**src/rtl/sram_fifo_v2_pkg.sv**
```systemverilog
`default_nettype none
// ============================================================================
// Module      : sram_fifo_v2_pkg
// Description : Shared types and helpers for the SRAM-backed FIFO: the SRAM
//               arbiter op encoding and a pointer increment that wraps at an
//               arbitrary (non power-of-two) depth.
// Revision    : 2.0 - initial release of the v2 FIFO slice
// ============================================================================
package sram_fifo_v2_pkg;

    typedef enum logic [1:0] {
        OP_IDLE = 2'd0,
        OP_WR   = 2'd1,
        OP_RD   = 2'd2
    } sram_op_e;

    // Returns {wrap_toggle, next_index}. The index wraps from depth-1 back to
    // 0, and bit 32 tells the caller to flip its wrap bit.
    function automatic logic [32:0] ptr_inc(input logic [31:0] idx, input int unsigned depth);
        if (idx == depth - 1) begin
            return {1'b1, 32'd0};
        end
        return {1'b0, idx + 32'd1};
    endfunction

endpackage
`default_nettype wire

```
**src/rtl/sram_fifo_v2_obuf.sv**
```systemverilog
`default_nettype none
// ============================================================================
// Module      : sram_fifo_v2_obuf
// Description : Two-entry in-order output buffer. Captures words from the
//               SRAM read port (or the bypass path) and presents the head.
//               Capture and pop may happen in the same cycle.
// Revision    : 2.0 - initial release
// ============================================================================
module sram_fifo_v2_obuf #(
    parameter int DATA_W = 32
) (
    input  logic              clk,
    input  logic              rst_n,
    input  logic              cap_i,
    input  logic [DATA_W-1:0] cap_data_i,
    input  logic              pop_i,
    output logic [DATA_W-1:0] data_o,
    output logic              valid_o,
    output logic [1:0]        cnt_o
);

    logic [DATA_W-1:0] ent0_q, ent0_d;
    logic [DATA_W-1:0] ent1_q, ent1_d;
    logic [1:0]        cnt_q, cnt_d;

    // Next-state: entry 0 is always the head; a pop shifts entry 1 down.
    always_comb begin
        ent0_d = ent0_q;
        ent1_d = ent1_q;
        cnt_d  = cnt_q;
        case ({cap_i, pop_i})
            2'b10: begin
                if (cnt_q == 2'd0) begin
                    ent0_d = cap_data_i;
                end else begin
                    ent1_d = cap_data_i;
                end
                cnt_d = cnt_q + 2'd1;
            end
            2'b01: begin
                ent0_d = ent1_q;
                cnt_d  = cnt_q - 2'd1;
            end
            2'b11: begin
                if (cnt_q == 2'd1) begin
                    ent0_d = cap_data_i;
                end else begin
                    ent0_d = ent1_q;
                    ent1_d = cap_data_i;
                end
            end
            default: begin
            end
        endcase
    end

    // State register for the buffer entries and occupancy.
    always_ff @(posedge clk or negedge rst_n) begin
        if (!rst_n) begin
            ent0_q <= '0;
            ent1_q <= '0;
            cnt_q  <= 2'd0;
        end else begin
            ent0_q <= ent0_d;
            ent1_q <= ent1_d;
            cnt_q  <= cnt_d;
        end
    end

    assign data_o  = ent0_q;
    assign valid_o = (cnt_q != 2'd0);
    assign cnt_o   = cnt_q;

endmodule
`default_nettype wire

```
**src/rtl/sram_wrapper.sv**
```systemverilog
`default_nettype none
// ============================================================================
// Module      : sram_wrapper
// Description : Single-port synchronous SRAM, one op per cycle. Reads have a
//               latency of one cycle; rd_data_val flags the cycle in which
//               rdata holds the requested row.
// Revision    : 1.1 - rd_data_val cleared by reset
// ============================================================================
module sram_wrapper #(
    parameter int DATA_W = 32,
    parameter int DEPTH  = 100,
    parameter int ADDR_W = $clog2(DEPTH)
) (
    input  logic              clk,
    input  logic              rst_n,
    input  logic              en,
    input  logic              we,
    input  logic [ADDR_W-1:0] addr,
    input  logic [DATA_W-1:0] wdata,
    output logic [DATA_W-1:0] rdata,
    output logic              rd_data_val
);

    logic [DATA_W-1:0] mem_q [DEPTH];
    logic [DATA_W-1:0] rdata_q;
    logic              rd_val_q;

    // Storage array and read register; the array itself is never reset.
    always_ff @(posedge clk) begin
        if (en) begin
            if (we) begin
                mem_q[addr] <= wdata;
            end else begin
                rdata_q <= mem_q[addr];
            end
        end
    end

    // Read-valid flag, dropped by reset so an in-flight read is discarded.
    always_ff @(posedge clk or negedge rst_n) begin
        if (!rst_n) begin
            rd_val_q <= 1'b0;
        end else begin
            rd_val_q <= en & ~we;
        end
    end

    assign rdata       = rdata_q;
    assign rd_data_val = rd_val_q;

endmodule
`default_nettype wire

```
**src/rtl/sram_fifo_v2.sv**
```systemverilog
`default_nettype none
// ============================================================================
// Module      : sram_fifo_v2
// Description : SRAM-backed FIFO. Input stage (1) -> single-port SRAM (DEPTH)
//               -> output buffer (2); capacity DEPTH+3. One SRAM op per
//               cycle, prefetch reads take priority over writes.
//               Optional macro SRAM_FIFO_V2_BYPASS_EN lets a push go straight
//               into the output buffer when everything ahead of it is empty.
// Revision    : 2.0 - initial release
// ============================================================================
module sram_fifo_v2 #(
    parameter int DATA_W    = 32,
    parameter int DEPTH     = 100,
    parameter int AF_THRESH = DEPTH,
    parameter int AE_THRESH = 1,
    parameter int CNT_W     = $clog2(DEPTH + 4)
) (
    input  logic              clk,
    input  logic              rst_n,
    input  logic              mem_en,
    input  logic              in_valid,
    output logic              in_ready,
    input  logic [DATA_W-1:0] in_data,
    output logic              out_valid,
    input  logic              out_ready,
    output logic [DATA_W-1:0] out_data,
    output logic [CNT_W-1:0]  count,
    output logic              full,
    output logic              empty,
    output logic              almost_full,
    output logic              almost_empty
);
    import sram_fifo_v2_pkg::*;

    localparam int               IDX_W     = $clog2(DEPTH);
    localparam logic [CNT_W-1:0] DEPTH_CNT = CNT_W'(DEPTH);
    localparam logic [CNT_W-1:0] AF_CNT    = CNT_W'(AF_THRESH);
    localparam logic [CNT_W-1:0] AE_CNT    = CNT_W'(AE_THRESH);

    logic              is_val_q, is_val_d;
    logic [DATA_W-1:0] is_data_q, is_data_d;
    logic [IDX_W-1:0]  widx_q, widx_d, ridx_q, ridx_d;
    logic              wwrap_q, wwrap_d, rwrap_q, rwrap_d;

    logic [CNT_W-1:0]  sram_cnt;
    logic [1:0]        ob_cnt, ob_after_pop;
    logic              push, pop, bypass, rd_data_val, ob_cap;
    logic [DATA_W-1:0] sram_rdata, ob_cap_data;
    logic [32:0]       winc, rinc;
    logic              unused_inc_bits;
    sram_op_e          op;

    assign push         = in_valid & ~is_val_q;
    assign pop          = out_valid & out_ready;
    assign ob_after_pop = ob_cnt - {1'b0, pop};

    // Entries in SRAM, from the index difference corrected by the wrap bits.
    assign sram_cnt = (wwrap_q == rwrap_q)
                    ? CNT_W'(widx_q) - CNT_W'(ridx_q)
                    : DEPTH_CNT - CNT_W'(ridx_q) + CNT_W'(widx_q);

`ifdef SRAM_FIFO_V2_BYPASS_EN
    // Skip IS and SRAM only when nothing older could still be on its way.
    assign bypass = push & (sram_cnt == '0) & ~rd_data_val & (ob_after_pop < 2'd2);
`else
    assign bypass = 1'b0;
`endif

    // Arbiter: prefetch into the output buffer first, otherwise drain IS.
    always_comb begin
        op = OP_IDLE;
        if (mem_en && (sram_cnt != '0) &&
            (({1'b0, ob_after_pop} + {2'b00, rd_data_val}) < 3'd2)) begin
            op = OP_RD;
        end else if (mem_en && is_val_q && (sram_cnt < DEPTH_CNT)) begin
            op = OP_WR;
        end
    end

    assign winc            = ptr_inc(32'(widx_q), DEPTH);
    assign rinc            = ptr_inc(32'(ridx_q), DEPTH);
    assign unused_inc_bits = ^{winc[31:IDX_W], rinc[31:IDX_W]};

    // Next-state for the input stage and the SRAM pointers.
    always_comb begin
        is_val_d  = is_val_q;
        is_data_d = is_data_q;
        widx_d    = widx_q;
        wwrap_d   = wwrap_q;
        ridx_d    = ridx_q;
        rwrap_d   = rwrap_q;
        if (op == OP_WR) begin
            is_val_d = 1'b0;
            widx_d   = winc[IDX_W-1:0];
            wwrap_d  = wwrap_q ^ winc[32];
        end
        if (op == OP_RD) begin
            ridx_d  = rinc[IDX_W-1:0];
            rwrap_d = rwrap_q ^ rinc[32];
        end
        if (push && !bypass) begin
            is_val_d  = 1'b1;
            is_data_d = in_data;
        end
    end

    // State register for the input stage and pointers.
    always_ff @(posedge clk or negedge rst_n) begin
        if (!rst_n) begin
            is_val_q  <= 1'b0;
            is_data_q <= '0;
            widx_q    <= '0;
            wwrap_q   <= 1'b0;
            ridx_q    <= '0;
            rwrap_q   <= 1'b0;
        end else begin
            is_val_q  <= is_val_d;
            is_data_q <= is_data_d;
            widx_q    <= widx_d;
            wwrap_q   <= wwrap_d;
            ridx_q    <= ridx_d;
            rwrap_q   <= rwrap_d;
        end
    end

    sram_wrapper #(
        .DATA_W (DATA_W),
        .DEPTH  (DEPTH),
        .ADDR_W (IDX_W)
    ) u_sram (
        .clk         (clk),
        .rst_n       (rst_n),
        .en          (op != OP_IDLE),
        .we          (op == OP_WR),
        .addr        ((op == OP_WR) ? widx_q : ridx_q),
        .wdata       (is_data_q),
        .rdata       (sram_rdata),
        .rd_data_val (rd_data_val)
    );

    // The SRAM return and the bypass can never coincide (bypass needs no read in flight).
    assign ob_cap      = rd_data_val | bypass;
    assign ob_cap_data = rd_data_val ? sram_rdata : in_data;

    sram_fifo_v2_obuf #(
        .DATA_W (DATA_W)
    ) u_obuf (
        .clk        (clk),
        .rst_n      (rst_n),
        .cap_i      (ob_cap),
        .cap_data_i (ob_cap_data),
        .pop_i      (pop),
        .data_o     (out_data),
        .valid_o    (out_valid),
        .cnt_o      (ob_cnt)
    );

    // An in-flight read counts as held so occupancy never dips during prefetch.
    assign count = {{(CNT_W-1){1'b0}}, is_val_q} + sram_cnt
                 + {{(CNT_W-1){1'b0}}, rd_data_val} + {{(CNT_W-2){1'b0}}, ob_cnt};

    assign in_ready     = ~is_val_q;
    assign full         = is_val_q;
    assign empty        = (count == '0);
    assign almost_full  = (count >= AF_CNT);
    assign almost_empty = (count <= AE_CNT);

endmodule
`default_nettype wire

```
**config.mk**
```make
export PLATFORM = sky130hd
export DESIGN_NAME = sram_fifo_v2
export DESIGN_NICKNAME = d
export VERILOG_FILES = /design/src/rtl/sram_fifo_v2_pkg.sv /design/src/rtl/sram_fifo_v2_obuf.sv /design/src/rtl/sram_wrapper.sv /design/src/rtl/sram_fifo_v2.sv
export SDC_FILE = /design/constraint.sdc
export NUM_CORES = 2
export LEC_CHECK = 0
export ABC_CLOCK_PERIOD_IN_PS = 20400
export CELL_PAD_IN_SITES_DETAIL_PLACEMENT = 1
export CELL_PAD_IN_SITES_GLOBAL_PLACEMENT = 1
export CORE_MARGIN = 10
export CORE_UTILIZATION = 45
export CTS_CLUSTER_DIAMETER = 40
export DETAILED_ROUTE_END_ITERATION = 16
export GPL_TIMING_DRIVEN = 0
export PLACE_DENSITY = 0.78
export SYNTH_ARGS = -nofsm -noshare
export SYNTH_HDL_FRONTEND = slang
export SYNTH_SLANG_ARGS = --single-unit
```
**constraint.sdc**
```tcl
create_clock -name clk -period 20.4 [get_ports clk]
set_clock_uncertainty 0.15 [all_clocks]
set_input_delay 2.04 -clock clk [delete_from_list [all_inputs] [get_ports clk]]
set_output_delay 2.04 -clock clk [all_outputs]
set_load 0.02 [all_outputs]
```
==> impl_metrics.prom <==
# TYPE chip_impl_metric gauge
chip_impl_metric{name="dr_total_vias",unit=""} 76766
chip_impl_info{name="violated_checks",value="capacitance limit, slew limit"} 1
chip_impl_metric{name="worstPathArrival",unit="ns"} 9.56
chip_impl_metric{name="tightestPinTransition",unit="ns"} 1.68
chip_impl_metric{name="layout-drive-gt1-share",unit="%"} 25.1
chip_impl_metric{name="grt_max_degree",unit=""} 85
chip_impl_info{name="hold_path.startpoint",value="u_obuf.data_o[16]"} 1
chip_impl_info{name="critical_path_source_type",value="flop"} 1
chip_impl_metric{name="fp.dieW",unit="µm"} 560
chip_impl_metric{name="wirelength",unit="µm"} 439000
chip_impl_info{name="setup.worst_path.end_class",value="flop"} 1
chip_impl_info{name="commonest_register_cell_after_synthesis",value="edfxtp_1"} 1
chip_impl_metric{name="detail_route.vias_per_cell",unit=""} 6.47
chip_impl_info{name="hold_class",value="flop to flop"} 1
chip_impl_metric{name="synth_nets",unit=""} 7017
chip_impl_metric{name="worst_slew_margin_rel",unit="%"} -13.3
chip_impl_metric{name="first_pass_iteration_count_of_the_detailed_router",unit=""} 8
chip_impl_metric{name="drt-met1-wl",unit="µm"} 155000
chip_impl_metric{name="post_cts.repair.setup_buffers",unit=""} 0
chip_impl_metric{name="final_area",unit="µm²"} 155000
chip_impl_metric{name="core_area",unit="µm²"} 290000
chip_impl_metric{name="initial_core_utilization",unit="%"} 45.1
chip_impl_metric{name="met2WireLength",unit="µm"} 201000
chip_impl_metric{name="asyncSetResetFlopFracSynth",unit="%"} 3.46
chip_impl_metric{name="design.die.area",unit="µm²"} 313000
chip_impl_metric{name="count_of_flip_flops_with_a_built_in_enable_after_synthesis",unit=""} 3232
chip_impl_metric{name="finalWeightedCongestion",unit=""} 0.930
chip_impl_metric{name="place.detailed.hpwl",unit="µm"} 272000
chip_impl_info{name="ctsRootBufferMaster",value="clkbuf_16"} 1
chip_impl_metric{name="wl_met3",unit="µm"} 52800
chip_impl_info{name="dr.max_layer_used",value="met5"} 1
chip_impl_metric{name="synth_top_cell_area_share",unit="%"} 74.1
chip_impl_metric{name="chipHeight",unit="µm"} 560
chip_impl_info{name="run_status",value="finished with violations"} 1
chip_impl_metric{name="std_cell_rows",unit=""} 198
chip_impl_metric{name="setup-violations-final",unit=""} 0
chip_impl_metric{name="setup-tns-final",unit="ns"} 0
chip_impl_metric{name="multiInputGateArea",unit="µm²"} 29800
chip_impl_metric{name="post_cts_hold_buffer_count",unit=""} 0
chip_impl_info{name="netlist_top_cells_count",value="edfxtp_1, nand2_1, mux2i_1"} 1
chip_impl_metric{name="cts_buffers",unit=""} 410
chip_impl_metric{name="io_pins",unit=""} 82
chip_impl_metric{name="clk_latency",unit="ns"} 0.94
chip_impl_info{name="grt_setup_unrepaired",value="false"} 1
chip_impl_info{name="worstPathCellList",value="clkbuf_1 > inv_1 > ha_1 > inv_1 > fa_1 > xor2_1 > and3_1 > nor4_4 > nand2b_2 > o31ai_4 > a211o_1 > nand4_1 > o21ai_1 > clkbuf_1 > o22ai_1 > a211o_1 > nor4b_1 > nor4_2"} 1
chip_impl_metric{name="register_area",unit="µm²"} 100000
chip_impl_metric{name="clkTransAtPathRegs",unit="ns"} 0.06
chip_impl_metric{name="cts-htree-levels",unit=""} 5
chip_impl_info{name="tritoncts",value="done"} 1
chip_impl_metric{name="post_cts_resized",unit=""} 0
chip_impl_metric{name="synth.distinct_cells",unit=""} 79
chip_impl_metric{name="layout_worst_path_cycle_share",unit="%"} 44.7
chip_impl_metric{name="wl_per_cell",unit="µm"} 37.0
chip_impl_info{name="synth_top_area_cell",value="edfxtp_1"} 1
chip_impl_metric{name="first_global_vias",unit=""} 79273
chip_impl_metric{name="period_needed",unit="ns"} 9.11
chip_impl_metric{name="max_stage_delay",unit="ns"} 1.22
chip_impl_metric{name="fillerInstances",unit=""} 25830
chip_impl_info{name="ys_top_cells_by_area",value="edfxtp_1, mux4_2, mux2i_1"} 1
chip_impl_metric{name="numPortBuffers",unit=""} 81
chip_impl_metric{name="ys_ff_latch",unit=""} 3348
chip_impl_metric{name="cts.sink_count",unit=""} 3348
chip_impl_metric{name="final-max-slew-violation-count",unit=""} 10
chip_impl_metric{name="syn-mean-instance-area",unit="µm²"} 18.9
chip_impl_metric{name="post_synth_instance_area",unit="µm²"} 131000
chip_impl_metric{name="fmaxAchievable",unit="MHz"} 110
chip_impl_info{name="cell_type_of_the_slowest_stage_on_the_worst_timing_path",value="nor4b_1"} 1
chip_impl_metric{name="num-nets-final",unit=""} 7669
chip_impl_info{name="critical_path.reg2reg.startpoint",value="widx_q[2]"} 1
chip_impl_metric{name="grt_antenna_before_repair",unit=""} 24
chip_impl_metric{name="remaining_drc_errors",unit=""} 0
chip_impl_metric{name="grt_pass1_wl",unit="µm"} 618000
chip_impl_metric{name="place_area",unit="µm²"} 141000
chip_impl_metric{name="remaining_global_route_overflow",unit=""} 0
chip_impl_metric{name="post_synth_inst_count",unit=""} 6949
chip_impl_metric{name="drt-initial-drc-count",unit=""} 12214
chip_impl_metric{name="report.final.hold_viol_count",unit=""} 0
chip_impl_metric{name="synth.yosys.warnings",unit=""} 0
chip_impl_metric{name="flow.area_growth_from_synthesis",unit="%"} 18.4
chip_impl_metric{name="detail-route-antenna-nets",unit=""} 0
chip_impl_metric{name="worst-endpoint-required",unit="ns"} 20.85
chip_impl_metric{name="crit_path_max_fanout",unit=""} 10
chip_impl_metric{name="maxCapViolations",unit=""} 8
chip_impl_info{name="synth.most_common_cell",value="edfxtp_1"} 1
chip_impl_metric{name="synth-seq-area-share",unit="%"} 76.3
chip_impl_info{name="critPathKind",value="flop to flop"} 1
chip_impl_metric{name="clock_tree.buffer_depth",unit=""} 4
chip_impl_metric{name="global_route.usage.total",unit="%"} 27.1
chip_impl_info{name="startpoint",value="widx_q[2]"} 1
==> metrics by stage <==
| stage | instances | setup WS, ns | utilization, % | hold slack, ns |
|---|---|---|---|---|
| global placement | 10930 | 8.45 | 47.1 | 0.315 |
| finish | 11856 | 11.29 | 53.5 | 0.349 |
| detailed placement | 11088 | 11.34 | 48.6 | 0.326 |
| CTS | 11842 | 11.79 | 53.4 | 0.352 |
| floorplan | 6949 | 12.94 | - | 0.323 |
| global route | 11844 | 11.50 | 53.4 | 0.363 |
==> flip-flops by register name, indices dropped and copies added, names as in the netlist <==
name                flops
u_obuf.cnt_o            2
rwrap_q                 1
u_sram.mem_q         3200
full                    1
u_obuf.ent1_q          32
u_sram.rd_data_val      1
u_sram.rdata           32
u_obuf.data_o          32
wwrap_q                 1
ridx_q                  7
widx_q                  7
is_data_q              32
==> path summary, 6_finish.rpt <==
| kind | end | slack, ns | cells after the start |
|---|---|---|---|
| worst max register to register | u_sram.rdata[3] | 11.29 | 18 |
| worst max-delay path | u_sram.rdata[3] | 11.29 | 18 |
| max in group asynchronous | is_data_q[5] | 18.45 | 2 |
| worst min register to register | u_obuf.data_o[16] | 0.35 | 2 |
| worst min-delay path | u_obuf.data_o[16] | 0.35 | 2 |
| min in group asynchronous | u_obuf.cnt_o[0] | 0.92 | 1 |
==> cell type report <==
cell class / count / area share, %
inverters: 35 / 0.0847
diodes: 13 / 0.0210
multi-input cells: 3155 / 19.2
flip-flops and latches: 3348 / 64.5
repair buffers: 240 / 2.73
clock inverters: 307 / 2.26
clock buffers: 447 / 6.74
well taps: 3900 / 3.14
plain buffers: 411 / 1.35
==> critical path: cells and delay by family (launching register included) <==
family                   cells  cell delay (ns)
flip-flops                   1             0.37
XOR/XNOR                     1             0.20
AO/OA/AOI/OAI                5             2.49
buffers and inverters        4             1.37
adder cells (fa/ha/maj)      2             0.84
AND/OR/NAND/NOR              6             3.31
==> layout by cell type (no fill, tap or decap), drive strengths merged, types with 121 or more instances in the layout <==
cell type / instances
mux2i: 511
mux2: 416
clkinv: 142
edfxtp: 3232
nand3: 150
a22oi: 159
nand2: 581
buf: 367
mux4: 322
nor2: 121
clkbuf: 651
==> kinds of logic (layout without fill, tap and decap cells) <==
family	after synthesis	in the layout	share of synthesized area, %
xor gates and xnor gates	25	25	0.173
and+or+nand+nor	1088	1088	3.97
DFF	3348	3348	76.3
other	0	13	0
muxes	1249	1249	13.0
AOI/OAI and AO/OA	762	762	4.54
adders and majority gates	31	31	0.336
buffers and inverters	446	1440	1.69
==> layer usage <==
layer	vias up	global-route usage [%]
met4	16	15.7
met2	5943	41.9
li1	29613	-
met3	1256	7.88
met5	-	0
met1	39938	34.2
Power is left out: the tool's default activity adds up to more than one toggle a clock period on the data nets, which glitch-free logic cannot reach.
